### config.mk
export PLATFORM = sky130hd
export DESIGN_NAME = codificador_7seg
export DESIGN_NICKNAME = d
export VERILOG_FILES = /design/src/rtl/codificador_7seg_pkg.sv /design/src/rtl/padrao_para_codigo.sv /design/src/rtl/codificador_7seg.sv
export SDC_FILE = /design/constraint.sdc
export NUM_CORES = 1
export LEC_CHECK = 0
export BUFFER_PORTS_ARGS = -buffer_cell sky130_fd_sc_hd__buf_2
export CORE_UTILIZATION = 60
export CTS_CLUSTER_SIZE = 14
export DETAILED_ROUTE_END_ITERATION = 16
export GPL_ROUTABILITY_DRIVEN = 0
export HOLD_SLACK_MARGIN = 0.12
export PLACE_DENSITY_LB_ADDON = 0.05
export SLEW_MARGIN = 10
export SYNTH_ARGS = -nofsm -noshare
export SYNTH_HDL_FRONTEND = slang
export SYNTH_SLANG_ARGS = --single-unit
### constraint.sdc
create_clock -name clk -period 4.91 [get_ports clk]
set_input_delay 0.491 -clock clk [delete_from_list [all_inputs] [get_ports clk]]
set_output_delay 0.491 -clock clk [all_outputs]
set_load 0.1 [all_outputs]
### src/rtl/codificador_7seg_pkg.sv
// Shared constants for the 7-segment bus snooper: segment order, pattern/code table,
// stability counter width and the decoded-sample type.
package codificador_7seg_pkg;

   // Bit positions of segments a..g inside the 7-bit bus (a is the MSB).
   localparam int SEG_A = 6;
   localparam int SEG_B = 5;
   localparam int SEG_C = 4;
   localparam int SEG_D = 3;
   localparam int SEG_E = 2;
   localparam int SEG_F = 1;
   localparam int SEG_G = 0;

   localparam logic [6:0] PADRAO_0       = 7'b0000001;
   localparam logic [6:0] PADRAO_1       = 7'b1001111;
   localparam logic [6:0] PADRAO_2       = 7'b0010010;
   localparam logic [6:0] PADRAO_3       = 7'b0000110;
   localparam logic [6:0] PADRAO_4       = 7'b1001100;
   localparam logic [6:0] PADRAO_5       = 7'b0100100;
   localparam logic [6:0] PADRAO_6       = 7'b0100000;
   localparam logic [6:0] PADRAO_7       = 7'b0001111;
   localparam logic [6:0] PADRAO_8       = 7'b0000000;
   localparam logic [6:0] PADRAO_9       = 7'b0000100;
   localparam logic [6:0] PADRAO_TRACO   = 7'b1111110;
   localparam logic [6:0] PADRAO_F       = 7'b0111000;
   localparam logic [6:0] PADRAO_APAGADO = 7'b1111111;

   localparam logic [3:0] CODIGO_TRACO   = 4'hA;
   localparam logic [3:0] CODIGO_F       = 4'hB;
   localparam logic [3:0] CODIGO_APAGADO = 4'hF;

   localparam int ESTAVEL_MAX = 15;
   localparam int CNT_W       = $clog2(ESTAVEL_MAX + 1);

   typedef struct packed {
      logic       desconhecido;
      logic [3:0] codigo;
   } amostra_t;

endpackage

### src/rtl/padrao_para_codigo.sv
// Combinational lookup from an active-low abcdefg pattern to its 4-bit code;
// patterns outside the table decode as blank with the unknown flag raised.
module padrao_para_codigo
   import codificador_7seg_pkg::*;
(
   input  logic [6:0] i_padrao,
   output logic [3:0] o_codigo,
   output logic       o_desconhecido
);

   always_comb begin
      // NOTE: outputs get a default before the case so no path leaves them unassigned (no latch).
      o_codigo       = CODIGO_APAGADO;
      o_desconhecido = 1'b0;
      case (i_padrao)
         PADRAO_0:       o_codigo = 4'h0;
         PADRAO_1:       o_codigo = 4'h1;
         PADRAO_2:       o_codigo = 4'h2;
         PADRAO_3:       o_codigo = 4'h3;
         PADRAO_4:       o_codigo = 4'h4;
         PADRAO_5:       o_codigo = 4'h5;
         PADRAO_6:       o_codigo = 4'h6;
         PADRAO_7:       o_codigo = 4'h7;
         PADRAO_8:       o_codigo = 4'h8;
         PADRAO_9:       o_codigo = 4'h9;
         PADRAO_TRACO:   o_codigo = CODIGO_TRACO;
         PADRAO_F:       o_codigo = CODIGO_F;
         PADRAO_APAGADO: o_codigo = CODIGO_APAGADO;
         default:        o_desconhecido = 1'b1;
      endcase
   end

endmodule

### src/rtl/codificador_7seg.sv
// Snoops a multiplexed 7-segment bus, debounces each digit with a stability counter,
// holds the committed codes and reports changes on a valid/ready event port.
module codificador_7seg
   import codificador_7seg_pkg::*;
#(
   parameter  int N_DIGITOS = 4,
   parameter  int ESTAVEL   = 3,
   localparam int W_IDX     = (N_DIGITOS > 1) ? $clog2(N_DIGITOS) : 1
) (
   input  logic                   clk,
   input  logic                   rst_n,
   input  logic [6:0]             seg,
   input  logic [N_DIGITOS-1:0]   an,
   output logic [4*N_DIGITOS-1:0] digitos,
   output logic [N_DIGITOS-1:0]   erro,
   output logic                   evt_valid,
   output logic [W_IDX-1:0]       evt_digito,
   output logic [3:0]             evt_codigo,
   input  logic                   evt_ready
);

   logic [6:0]                          r_seg;
   logic [N_DIGITOS-1:0]                r_an;
   logic [N_DIGITOS-1:0][3:0]           r_cand_cod, w_cand_cod_nxt;
   logic [N_DIGITOS-1:0]                r_cand_unk, w_cand_unk_nxt;
   logic [N_DIGITOS-1:0][CNT_W-1:0]     r_cnt, w_cnt_nxt;
   logic [N_DIGITOS-1:0][3:0]           r_digitos, w_digitos_nxt;
   logic [N_DIGITOS-1:0]                r_erro, w_erro_nxt;
   logic [N_DIGITOS-1:0]                r_pend, w_pend_nxt;
   logic                                r_evt_valid;
   logic [W_IDX-1:0]                    r_evt_digito;
   logic [3:0]                          r_evt_codigo;

   logic [3:0]                          w_codigo;
   logic                                w_desconhecido;
   logic [N_DIGITOS-1:0]                w_sel;
   logic                                w_qual;
   logic                                w_transf;
   logic [W_IDX-1:0]                    w_menor;
   logic [3:0]                          w_cod_menor;

   padrao_para_codigo u_padrao (
      .i_padrao       (r_seg),
      .o_codigo       (w_codigo),
      .o_desconhecido (w_desconhecido)
   );

   // A sample counts only when exactly one anode is driven low.
   assign w_sel    = ~r_an;
   assign w_qual   = (w_sel != '0) && ((w_sel & (w_sel - 1'b1)) == '0);
   assign w_transf = r_evt_valid & evt_ready;

   always_comb begin
      w_cand_cod_nxt = r_cand_cod;
      w_cand_unk_nxt = r_cand_unk;
      w_cnt_nxt      = r_cnt;
      w_digitos_nxt  = r_digitos;
      w_erro_nxt     = r_erro;
      w_pend_nxt     = r_pend;
      for (int i = 0; i < N_DIGITOS; i++) begin
         if (w_transf && (r_evt_digito == W_IDX'(i)))
            w_pend_nxt[i] = 1'b0;
         if (w_qual && w_sel[i]) begin
            if ({w_codigo, w_desconhecido} == {r_cand_cod[i], r_cand_unk[i]}) begin
               if (r_cnt[i] != CNT_W'(ESTAVEL))
                  w_cnt_nxt[i] = r_cnt[i] + 1'b1;
            end else begin
               w_cand_cod_nxt[i] = w_codigo;
               w_cand_unk_nxt[i] = w_desconhecido;
               w_cnt_nxt[i]      = CNT_W'(1);
            end
            // A saturated counter recommits the same value, which changes nothing.
            if (w_cnt_nxt[i] == CNT_W'(ESTAVEL)) begin
               w_digitos_nxt[i] = w_cand_cod_nxt[i];
               w_erro_nxt[i]    = w_cand_unk_nxt[i];
               if ({w_cand_cod_nxt[i], w_cand_unk_nxt[i]} != {r_digitos[i], r_erro[i]})
                  w_pend_nxt[i] = 1'b1;
            end
         end
      end
   end

   // Scan from the top so the lowest pending index is the last one written.
   always_comb begin
      w_menor     = '0;
      w_cod_menor = r_digitos[0];
      for (int i = N_DIGITOS - 1; i >= 0; i--) begin
         if (r_pend[i]) begin
            w_menor     = W_IDX'(i);
            w_cod_menor = r_digitos[i];
         end
      end
   end

   always_ff @(posedge clk) begin
      // NOTE: sequential state uses non-blocking assignments so every register sees pre-edge values.
      if (!rst_n) begin
         r_seg        <= PADRAO_APAGADO;
         r_an         <= '1;
         r_cand_cod   <= {N_DIGITOS{CODIGO_APAGADO}};
         r_cand_unk   <= '0;
         r_cnt        <= '0;
         r_digitos    <= {N_DIGITOS{CODIGO_APAGADO}};
         r_erro       <= '0;
         r_pend       <= '0;
         r_evt_valid  <= 1'b0;
         r_evt_digito <= '0;
         r_evt_codigo <= CODIGO_APAGADO;
      end else begin
         r_seg      <= seg;
         r_an       <= an;
         r_cand_cod <= w_cand_cod_nxt;
         r_cand_unk <= w_cand_unk_nxt;
         r_cnt      <= w_cnt_nxt;
         r_digitos  <= w_digitos_nxt;
         r_erro     <= w_erro_nxt;
         r_pend     <= w_pend_nxt;
         if (w_transf) begin
            r_evt_valid <= 1'b0;
         end else if (!r_evt_valid && (r_pend != '0)) begin
            r_evt_valid  <= 1'b1;
            r_evt_digito <= w_menor;
            r_evt_codigo <= w_cod_menor;
         end
      end
   end

   assign digitos    = r_digitos;
   assign erro       = r_erro;
   assign evt_valid  = r_evt_valid;
   assign evt_digito = r_evt_digito;
   assign evt_codigo = r_evt_codigo;

endmodule

==> results.json, run 1 <==
{
  "path_cells": "or3b_1, a2111oi_4, nor3_4, buf_4, mux2_2, o22a_1, nor4_4, nor2_1, a311oi_1",
  "design.core.area_um2": 6870,
  "finalSetupTns_ns": 0,
  "total_power_mw": 1.27,
  "post_cts_buffers": 0,
  "critPathKind": "register to register",
  "reg2reg_depth": 9,
  "rsz0062_at_grt": "false",
  "syn-cell-area_um2": 4300,
  "fillers": 590,
  "dpl_cell_area_um2": 4490,
  "slew_headroom": 0.471,
  "synth_warnings": 0,
  "setup-violations-final": 0,
  "yosys.area.top_type": "dfxtp_1",
  "max_freq_ghz": 0.295,
  "worstPathRequired_ns": 5.16,
  "die_height_um": 86.6,
  "hold_end": "r_seg[2]",
  "grt_pass1_wl_um": 15600,
  "drt-total-wl_um": 9610,
  "fin_skew_ns": 0.00815,
  "startpoint_type": "register",
  "syn_nets": 514,
  "synth_edf_count": 0,
  "cts_root_buf": "clkbuf_8",
  "min_period_ns": 3.39,
  "synth.avg_cell_area_um2": 8.67,
  "first_global_vias": 3359,
  "fin_area_um2": 4660,
  "max_stage_delay_ns": 0.60,
  "drive_above_1_share": 0.155,
  "vias_per_cell": 5.99,
  "rr_endpoint": "r_pend[0]",
  "synth-async-reset-ratio": 0,
  "rows": 30,
  "hold_viol_final": 0,
  "synth-seq-cells": 78,
  "seq_area_um2": 1560,
  "cts-resized-gates": 0,
  "route.detailed.drc": 0,
  "cts_buffers": 9,
  "tritoncts": "done",
  "grt_max_degree": 71,
  "clock_latency_ns": 0.35,
  "cts.sinks": 78,
  "nNetsFinal": 536,
  "area_growth_pct": 8.44,
  "syn_inst": 496,
  "synth.area.top_cells": "dfxtp_1 (36%), xnor2_1 (5.5%), nand2_1 (5.1%), o211ai_1 (3.5%), nand3_1 (3.3%)",
  "r2r_start": "r_seg[5]",
  "cts.clk_slew.worst_paths_ns": 0.08,
  "maxSlewViolCount": 0,
  "synth.distinct_cells": 67,
  "start_util": 0.626,
  "dr.pass1.iters": 4,
  "power_density_nw_per_um2": 272,
  "tightest_slew_ns": 0.789,
  "vdd_drop_max_uv": 209,
  "io-pin-count": 41,
  "hold_buffers": 0,
  "clock_path_buffers": 2,
  "min_from": "seg[2]",
  "critPathSlowestCell": "dfxtp_1",
  "port_buffers": 40,
  "cp.arrival_ns": 3.64,
  "ant_nets": 0,
  "dieArea_um2": 7510,
  "grt_overflow_total": 0,
  "cap_violations": 0,
  "hp-class": "input pin to register",
  "antenna_found_initial": 0,
  "end_kind": "register",
  "die_width_um": 86.6,
  "initialDrtViolationCount": 189,
  "grt_use_total": 0.267,
  "p_leak_nw": 1.77,
  "multi_input_comb_area_um2": 2520,
  "r2r_slack_ns": 1.52,
  "holdPathStages": 2,
  "ys_seq_area_frac": 0.363,
  "detail_route.wl_per_cell_um": 15.6,
  "place_hpwl_um": 6620,
  "synth_top_area_frac": 0.363,
  "htree_levels": 3,
  "status": "completed",
  "num_vias": 3698,
  "n_antenna_cell": 0,
  "synth_ff_type": "dfxtp_1",
  "worstPathMaxFanout": 13,
  "period_share": 0.691
}
[critical path: cells and delay by family (launching register included)]
family / cells / cell delay, ns
AND/OR/NAND/NOR: 4 / 1.27
AO/OA/AOI/OAI: 3 / 0.95
flip-flops: 1 / 0.60
multiplexers: 1 / 0.26
buffers and inverters: 1 / 0.20
[worst max-delay path by stage]
stage,slack [ns],depth (start not counted),from,to
after floorplan,2.09,10,r_seg[0],r_cnt[7]
after global placement,1.64,9,r_seg[5],r_pend[0]
after detailed placement,1.57,9,r_seg[5],r_pend[0]
after CTS,1.54,8,r_seg[3],r_cnt[7]
after global routing,1.26,9,r_seg[5],r_pend[0]
final,1.52,9,r_seg[5],r_pend[0]
[sequential cells by signal, indices dropped and copies added, names as in the netlist]
register / flops
digitos: 16
r_cand_cod: 16
r_cnt: 16
r_seg: 7
erro: 4
evt_codigo: 4
r_an: 4
r_cand_unk: 4
r_pend: 4
evt_digito: 2
evt_valid: 1
[cell usage in the layout, fill, tap and decap left out, types with 6 or more instances in the layout]
cell      count
dfxtp_1      78
nand2_1      58
buf_2        40
nor2_1       31
nand3_1      28
xnor2_1      27
a21oi_1      20
o211ai_1     20
a31oi_1      16
nor2b_1      16
inv_1        15
nand2b_1     13
mux2i_1      12
nand4_1      11
clkbuf_8      9
nor4_1        7
o22ai_1       6
[cells in the mapped netlist (all sizes together), types with 5 or more instances]
cell and instances:
a2111oi 5, a211oi 7, a21oi 21, a31oi 17, and4 5, buf 11, clkbuf 21, dfxtp 78
inv 15, mux2i 12, nand2 58, nand2b 13, nand3 29, nand4 11, nand4b 5, nor2 31
nor2b 16, nor3 8, nor4 11, nor4b 5, o211ai 20, o22ai 6, or3 6, xnor2 27
[stage by stage]
stage          hold slack (ns)  setup slack (ns)  utilization  cells
2_1_floorplan            0.454              2.09            -    496
3_3_place_gp             0.469              1.64        0.653    603
3_5_place_dp             0.480              1.57        0.653    603
4_1_cts                  0.303              1.54        0.679    617
5_1_grt                  0.303              1.26        0.679    617
6_report                 0.311              1.52        0.679    617
[logic make-up (layout without fill, tap and decap cells)]
| logic type | after synthesis | in the layout | synth area share |
|---|---|---|---|
| AND/OR/NAND/NOR | 213 | 213 | 0.285 |
| AO/OA/AOI/OAI | 107 | 107 | 0.190 |
| flip-flops | 78 | 78 | 0.363 |
| buffers and inverters | 48 | 73 | 0.0503 |
| XOR/XNOR | 30 | 30 | 0.0611 |
| multiplexers | 16 | 16 | 0.0384 |
| adder cells (fa/ha/maj) | 4 | 4 | 0.0116 |
[layer usage]
| metal | up-vias | share of wire | global-route usage |
|---|---|---|---|
| li1 | 1861 | - | - |
| met1 | 1749 | 0.45 | 0.333 |
| met2 | 77 | 0.49 | 0.455 |
| met3 | 11 | 0.047 | 0.0629 |
| met4 | 0 | 0.012 | 0.0879 |
| met5 | - | 0 | 0 |
[report_power, final]
group / switching [mW] / internal [mW] / leakage, nW
clock network: 0.229 / 0.226 / 0.0907
registers: 0.0235 / 0.648 / 0.635
logic: 0.0874 / 0.0546 / 1.05
[cell type report]
class	instances	share of cell area
repair buffers	43	0.0478
well taps	96	0.0258
flip-flops and latches	78	0.335
clock buffers	9	0.0266
inverters	16	0.0129
clock inverters	5	0.0113
multi-input cells	370	0.541
(Power assumes the default switching activity.)
==> run 2, diff against run 1 <==
--- a/config.mk
+++ b/config.mk
@@ -5,6 +5,7 @@
 export SDC_FILE = /design/constraint.sdc
 export NUM_CORES = 1
 export LEC_CHECK = 0
+export ABC_AREA = 1
 export BUFFER_PORTS_ARGS = -buffer_cell sky130_fd_sc_hd__buf_2
 export CORE_UTILIZATION = 60
 export CTS_CLUSTER_SIZE = 14
==> constraint.sdc (replaced) <==
create_clock -name clk -period 3.32 [get_ports clk]
set_input_delay 0.332 -clock clk [delete_from_list [all_inputs] [get_ports clk]]
set_output_delay 0.332 -clock clk [all_outputs]
set_load 0.1 [all_outputs]
==> run 2 against run 1 <==
Against the previous run: fmax up 33%; sequential share of layout area decreased by 2.5 points; cell area is 8.2% higher; worst setup slack lost 0.75 ns; clock-buffer cell count is 1 higher; utilization grew 0.93 points; total power up 56%; sequential power increased by 47%; combinational power up 99%; non-clock buffer count is the same; synthesized area increased by 7.0%.
==> results.json, run 2 <==
{
  "status": "completed",
  "htree_levels": 3,
  "cap_violations": 0,
  "dp_slack_ns": 0.857,
  "synth_edf_count": 0,
  "vias_per_cell": 5.50,
  "tritoncts": "done",
  "cp_num_cells": 14,
  "worstPathRequired_ns": 3.55,
  "ys_seq_area_frac": 0.339,
  "place_hpwl_um": 8120,
  "setup_ws_ns": 0.766,
  "end_kind": "register",
  "fin_area_um2": 5040,
  "grt_overflow_total": 0,
  "final_common_cell": "nand2_1",
  "worstPathMaxFanout": 16,
  "tightest_slew_ns": 1.08,
  "min_period_ns": 2.55,
  "first_global_vias": 3874,
  "startpoint_type": "register",
  "post_cts_buffers": 0,
  "die_width_um": 89.6,
  "detail_route.wl_per_cell_um": 14.1,
  "drt-total-wl_um": 11000,
  "dpl_cell_area_um2": 4850,
  "crit_buf_inv": 0,
  "setup-violations-final": 0,
  "slew_headroom": 0.276,
  "syn_nets": 664,
  "antenna_found_initial": 0,
  "port_buffers": 40,
  "synth_ff_type": "dfxtp_1",
  "hold_buffers": 0,
  "power_density_nw_per_um2": 394,
  "layout_common_cells": "nand2_1 (133), dfxtp_1 (78), inv_1 (72)",
  "synth_warnings": 0,
  "path_cells": "nand2_1, nor2_1, nand3_1, nand3_1, nor2_2, nand3_4, nand2_1, nand2_1, nor2_4, nand3_2, nor2_4, nand2_2, nand2_1, nand3_1",
  "max_freq_ghz": 0.392,
  "drive_above_1_share": 0.197,
  "crit_family": "simple AND/OR/NAND/NOR gates",
  "synth_top_area_frac": 0.339,
  "holdPathStages": 2,
  "dr.pass1.iters": 5,
  "period_share": 0.769,
  "hold_ws_ns": 0.154,
  "reg2reg_depth": 14,
  "cts.sinks": 78,
  "maxSlewViolCount": 0,
  "cpMostUsedCell": "nand2_1",
  "cts.clk_slew.worst_paths_ns": 0.08,
  "grt_use_total": 0.286,
  "clock_path_buffers": 2,
  "grt_pass1_wl_um": 17600,
  "start_util": 0.628,
  "initialDrtViolationCount": 249,
  "rsz0062_at_grt": "false",
  "multi_input_comb_area_um2": 2650,
  "rows": 31,
  "p_leak_nw": 2.48,
  "yosysMostFrequentCell": "nand2_1",
  "cp.arrival_ns": 2.78,
  "hp-class": "input pin to register",
  "max_stage_delay_ns": 0.36,
  "route.detailed.drc": 0,
  "fillers": 636,
  "synth.avg_cell_area_um2": 7.12,
  "n_antenna_cell": 0,
  "finalSetupTns_ns": 0,
  "yosys.area.top_type": "dfxtp_1",
  "synth.distinct_cells": 41,
  "vdd_drop_max_uv": 209,
  "fin_skew_ns": 0.00941,
  "cts_root_buf": "clkbuf_8",
  "die_height_um": 89.6,
  "critPathKind": "register to register",
  "synth_top_cells_by_count": "nand2_1 (133), dfxtp_1 (78), inv_1 (72)",
  "syn-cell-area_um2": 4600,
  "synth.area.top_cells": "dfxtp_1 (34%), nand2_1 (11%), nand3_1 (7.0%), inv_1 (5.9%), a21oi_1 (5.4%)",
  "cts_buffers": 9,
  "r2r_slack_ns": 0.77,
  "clock_latency_ns": 0.35,
  "io-pin-count": 41,
  "synth-async-reset-ratio": 0,
  "design.core.area_um2": 7330,
  "dieArea_um2": 8020,
  "cts-resized-gates": 0,
  "syn_inst": 646,
  "hold_viol_final": 0,
  "critPathSlowestCell": "dfxtp_1",
  "grt_max_degree": 44,
  "nNetsFinal": 699,
  "ant_nets": 0,
  "seq_area_um2": 1560,
  "synth-seq-cells": 78,
  "num_vias": 4318,
  "area_growth_pct": 9.63
}
## run 2: layout make-up
class / instances / area share
multi-input cells: 470 / 0.525
flip-flops and latches: 78 / 0.310
inverters: 79 / 0.0588
repair buffers: 43 / 0.0442
clock buffers: 10 / 0.0253
well taps: 99 / 0.0246
clock inverters: 6 / 0.0122
## run 2: report_power, final
group | internal, mW | total (mW) | leakage [nW] | switching [mW]
registers | 0.965 | 0.991 | 0.637 | 0.0262
logic | 0.0916 | 0.282 | 1.74 | 0.190
clock network | 0.347 | 0.713 | 0.0964 | 0.366
## run 2: final timing paths
| path | start | to |
|---|---|---|
| min reg2reg | evt_codigo[0] | evt_codigo[0] |
| max | r_seg[4] | digitos[7] |
| max reg2reg | r_seg[4] | digitos[7] |
| min | seg[6] | r_seg[6] |
## run 2: cell families (layout without fill, tap and decap cells)
logic type / count (synthesis) / after routing / share of synthesized area
simple gates: 328 / 328 / 0.382
compound gates: 118 / 118 / 0.146
xor+xnor: 20 / 20 / 0.0381
buf+inv: 98 / 138 / 0.0846
flops: 78 / 78 / 0.339
fa+ha+maj: 4 / 4 / 0.0109
## run 2: per-layer routing
| metal | track usage | routed length [µm] | share of wire | vias up |
|---|---|---|---|---|
| li1 | - | - | - | 2177 |
| met1 | 0.386 | 5130 | 0.46 | 1970 |
| met2 | 0.460 | 5090 | 0.46 | 156 |
| met3 | 0.0563 | 649 | 0.059 | 15 |
| met4 | 0.0880 | 161 | 0.015 | 0 |
| met5 | 0 | 0 | 0 | - |
## run 2: per-stage QoR
stage | std cells | power [mW] | util
4_1_cts | 785 | 1.99 | 0.688
2_1_floorplan | 646 | 1.23 | -
5_1_grt | 785 | 2.07 | 0.688
3_3_place_gp | 769 | 1.28 | 0.662
3_5_place_dp | 769 | 1.29 | 0.662
6_report | 785 | 1.99 | 0.688
## run 2: worst register-to-register path, stage by stage (launching register included)
cell	delay, ns
dfxtp_1	0.36
nand2_1	0.13
nor2_1	0.05
nand3_1	0.14
nand3_1	0.16
nor2_2	0.32
nand3_4	0.30
nand2_1	0.15
nand2_1	0.10
nor2_4	0.20
nand3_2	0.15
nor2_4	0.14
nand2_2	0.09
nand2_1	0.08
nand3_1	0.07
==> run 3, diff against run 2 <==
--- a/config.mk
+++ b/config.mk
@@ -7,7 +7,7 @@
 export LEC_CHECK = 0
 export ABC_AREA = 1
 export BUFFER_PORTS_ARGS = -buffer_cell sky130_fd_sc_hd__buf_2
-export CORE_UTILIZATION = 60
+export CORE_UTILIZATION = 54
 export CTS_CLUSTER_SIZE = 14
 export DETAILED_ROUTE_END_ITERATION = 16
 export GPL_ROUTABILITY_DRIVEN = 0
==> constraint.sdc (replaced) <==
create_clock -name clk -period 2.15 [get_ports clk]
set_input_delay 0.215 -clock clk [delete_from_list [all_inputs] [get_ports clk]]
set_output_delay 0.215 -clock clk [all_outputs]
set_load 0.1 [all_outputs]
==> run 3 against run 2 <==
Against the previous run: the run now ends with negative setup slack left; clock skew about the same; largest cell class unchanged; critical endpoint is now digitos[0]; hold slack improved by 0.0094 ns; global-route usage increased by 0.15 points; register-to-register slack got worse by 0.89 ns; clock power increased by 110%; cell area increased by 22%; largest power group unchanged; highest routed layer unchanged.
==> results.json, run 3 (synthesis gave the netlist of run 2 again) <==
{
  "dieArea_um2": 8890,
  "die_width_um": 94.3,
  "initialDrtViolationCount": 165,
  "tritoncts": "done",
  "total_power_mw": 3.63,
  "num_vias": 4707,
  "maxSlewViolCount": 0,
  "fin_cells": 859,
  "p_switching_mw": 1.01,
  "layout_common_cells": "nand2_1 (94), inv_1 (71), dfxtp_1 (71)",
  "grt_overflow_total": 0,
  "first_global_vias": 4279,
  "p_leak_nw": 2.95,
  "power_frac_seq": 0.422,
  "grt_use_total": 0.287,
  "critPathKind": "register to register",
  "htree_levels": 3,
  "dpl_cell_area_um2": 5100,
  "dr.pass1.iters": 5,
  "die_height_um": 94.3,
  "hp-class": "input pin to register",
  "cap_violations": 0,
  "power_density_nw_per_um2": 593,
  "hold_ws_ns": 0.163,
  "start_util": 0.560,
  "final_common_cell": "nand2_1",
  "max_freq_ghz": 0.440,
  "hold_viol_final": 0,
  "period_share": 1.06,
  "design.core.area_um2": 8220,
  "cts.sinks": 78,
  "route.detailed.drc": 0,
  "tightest_slew_ns": 0.518,
  "post-place-cells": 807,
  "cts.clk_slew.worst_paths_ns": 0.09,
  "drt-total-wl_um": 12800,
  "p_int_mw": 2.62,
  "grt_max_degree": 36,
  "rsz0062_at_grt": "true",
  "clock_latency_ns": 0.36,
  "worstPathRequired_ns": 2.39,
  "fin_area_um2": 6130,
  "io-pin-count": 41,
  "cp.arrival_ns": 2.51,
  "setup-violations-final": 26,
  "finalSetupTns_ns": -1.86,
  "drive_above_1_share": 0.363,
  "clockPowerShare": 0.413,
  "rows": 33,
  "status": "finished, violations left",
  "min_period_ns": 2.27,
  "vias_per_cell": 5.48,
  "n_antenna_cell": 0,
  "antenna_found_initial": 0,
  "vdd_drop_max_uv": 425,
  "detail_route.wl_per_cell_um": 14.9,
  "combPwrFrac": 0.165,
  "slew_headroom": 0.652,
  "cts_root_buf": "clkbuf_8",
  "startpoint_type": "register",
  "place_hpwl_um": 8370,
  "end_kind": "register",
  "port_buffers": 40,
  "cts_buffers": 9,
  "violations": "negative setup slack",
  "area_growth_pct": 33.3,
  "grt_pass1_wl_um": 19900,
  "clock_path_buffers": 2,
  "worstPathMaxFanout": 6,
  "setup_ws_ns": -0.123,
  "ant_nets": 0,
  "fin_skew_ns": 0.00978,
  "switching_share": 0.278,
  "nNetsFinal": 767
}
-- run 3: changes by cell type in the layout (fill, tap and decap cells not counted), sizes merged --
| cell | previous run | this run |
|---|---|---|
| buf | 43 | 100 |
| clkinvlp | 1 | 0 |
| dlygate4sd3 | 0 | 11 |
| bufinv | 1 | 4 |
| clkbuf | 10 | 9 |
| clkinv | 3 | 2 |
-- run 3: layout make-up --
type	instances	area, µm²
flip-flops and latches	78	1590
fillers	621	2080
multi-input cells	470	3030
inverters	79	307
repair buffers	111	811
well taps	105	131
clock inverters	7	145
clock buffers	9	124
-- run 3: through the flow --
| step | util | setup WS [ns] |
|---|---|---|
| floorplan | - | 0.149 |
| global placement | 0.621 | -0.112 |
| detailed placement | 0.621 | -0.159 |
| CTS | 0.705 | -0.0265 |
| global route | 0.746 | -0.242 |
| finish | 0.746 | -0.123 |
-- run 3: path summary, 6_finish.rpt --
check | startpoint | endpoint | slack (ns) | cells past startpoint
setup / recovery | r_seg[5] | digitos[0] | -0.12 | 16
hold reg to reg | evt_codigo[0] | evt_codigo[0] | 0.49 | 2
setup reg to reg | r_seg[5] | digitos[0] | -0.12 | 16
hold / removal | rst_n | erro[0] | 0.16 | 3
-- run 3: worst max-delay path, cell delays in order, from the launching register on --
cell and delay (ns):
dfxtp_4 0.38, buf_4 0.14, nand3_4 0.08, inv_2 0.06, nand2_4 0.08, nand2_4 0.08
nor2_8 0.17, buf_4 0.16, nand3_1 0.09, nand2_2 0.10, nand3_4 0.10, nor2_8 0.20
nand3_4 0.10, nor2_4 0.17, nand2_2 0.09, nand2_1 0.08, nand3_1 0.07
-- run 3: timing repair --
item | 4_1_cts | 5_1_grt
endpoints found under the setup margin | 28 | 34
pin swaps | 40 | 57
setup buffers | 11 | 14
hold buffers | 11 | 0
gates resized for setup | 65 | 63
hold endpoints to repair | 11 | 0
-- run 3: per-layer routing --
layer | global-route usage | up-vias | part of all wire
met3 | 0.0494 | 26 | 0.051
li1 | - | 2314 | -
met1 | 0.369 | 2219 | 0.44
met5 | 0 | - | 0
met2 | 0.485 | 148 | 0.48
met4 | 0.0962 | 0 | 0.023
-- run 3: power groups by stage --
stage	Sequential (mW)	Combinational, mW	Clock [mW]
final	1.54	0.599	1.50
after floorplan	1.57	0.333	0
after CTS	1.53	0.529	1.51
after global placement	1.56	0.463	0
after detailed placement	1.56	0.473	0
after global routing	1.54	0.649	1.57
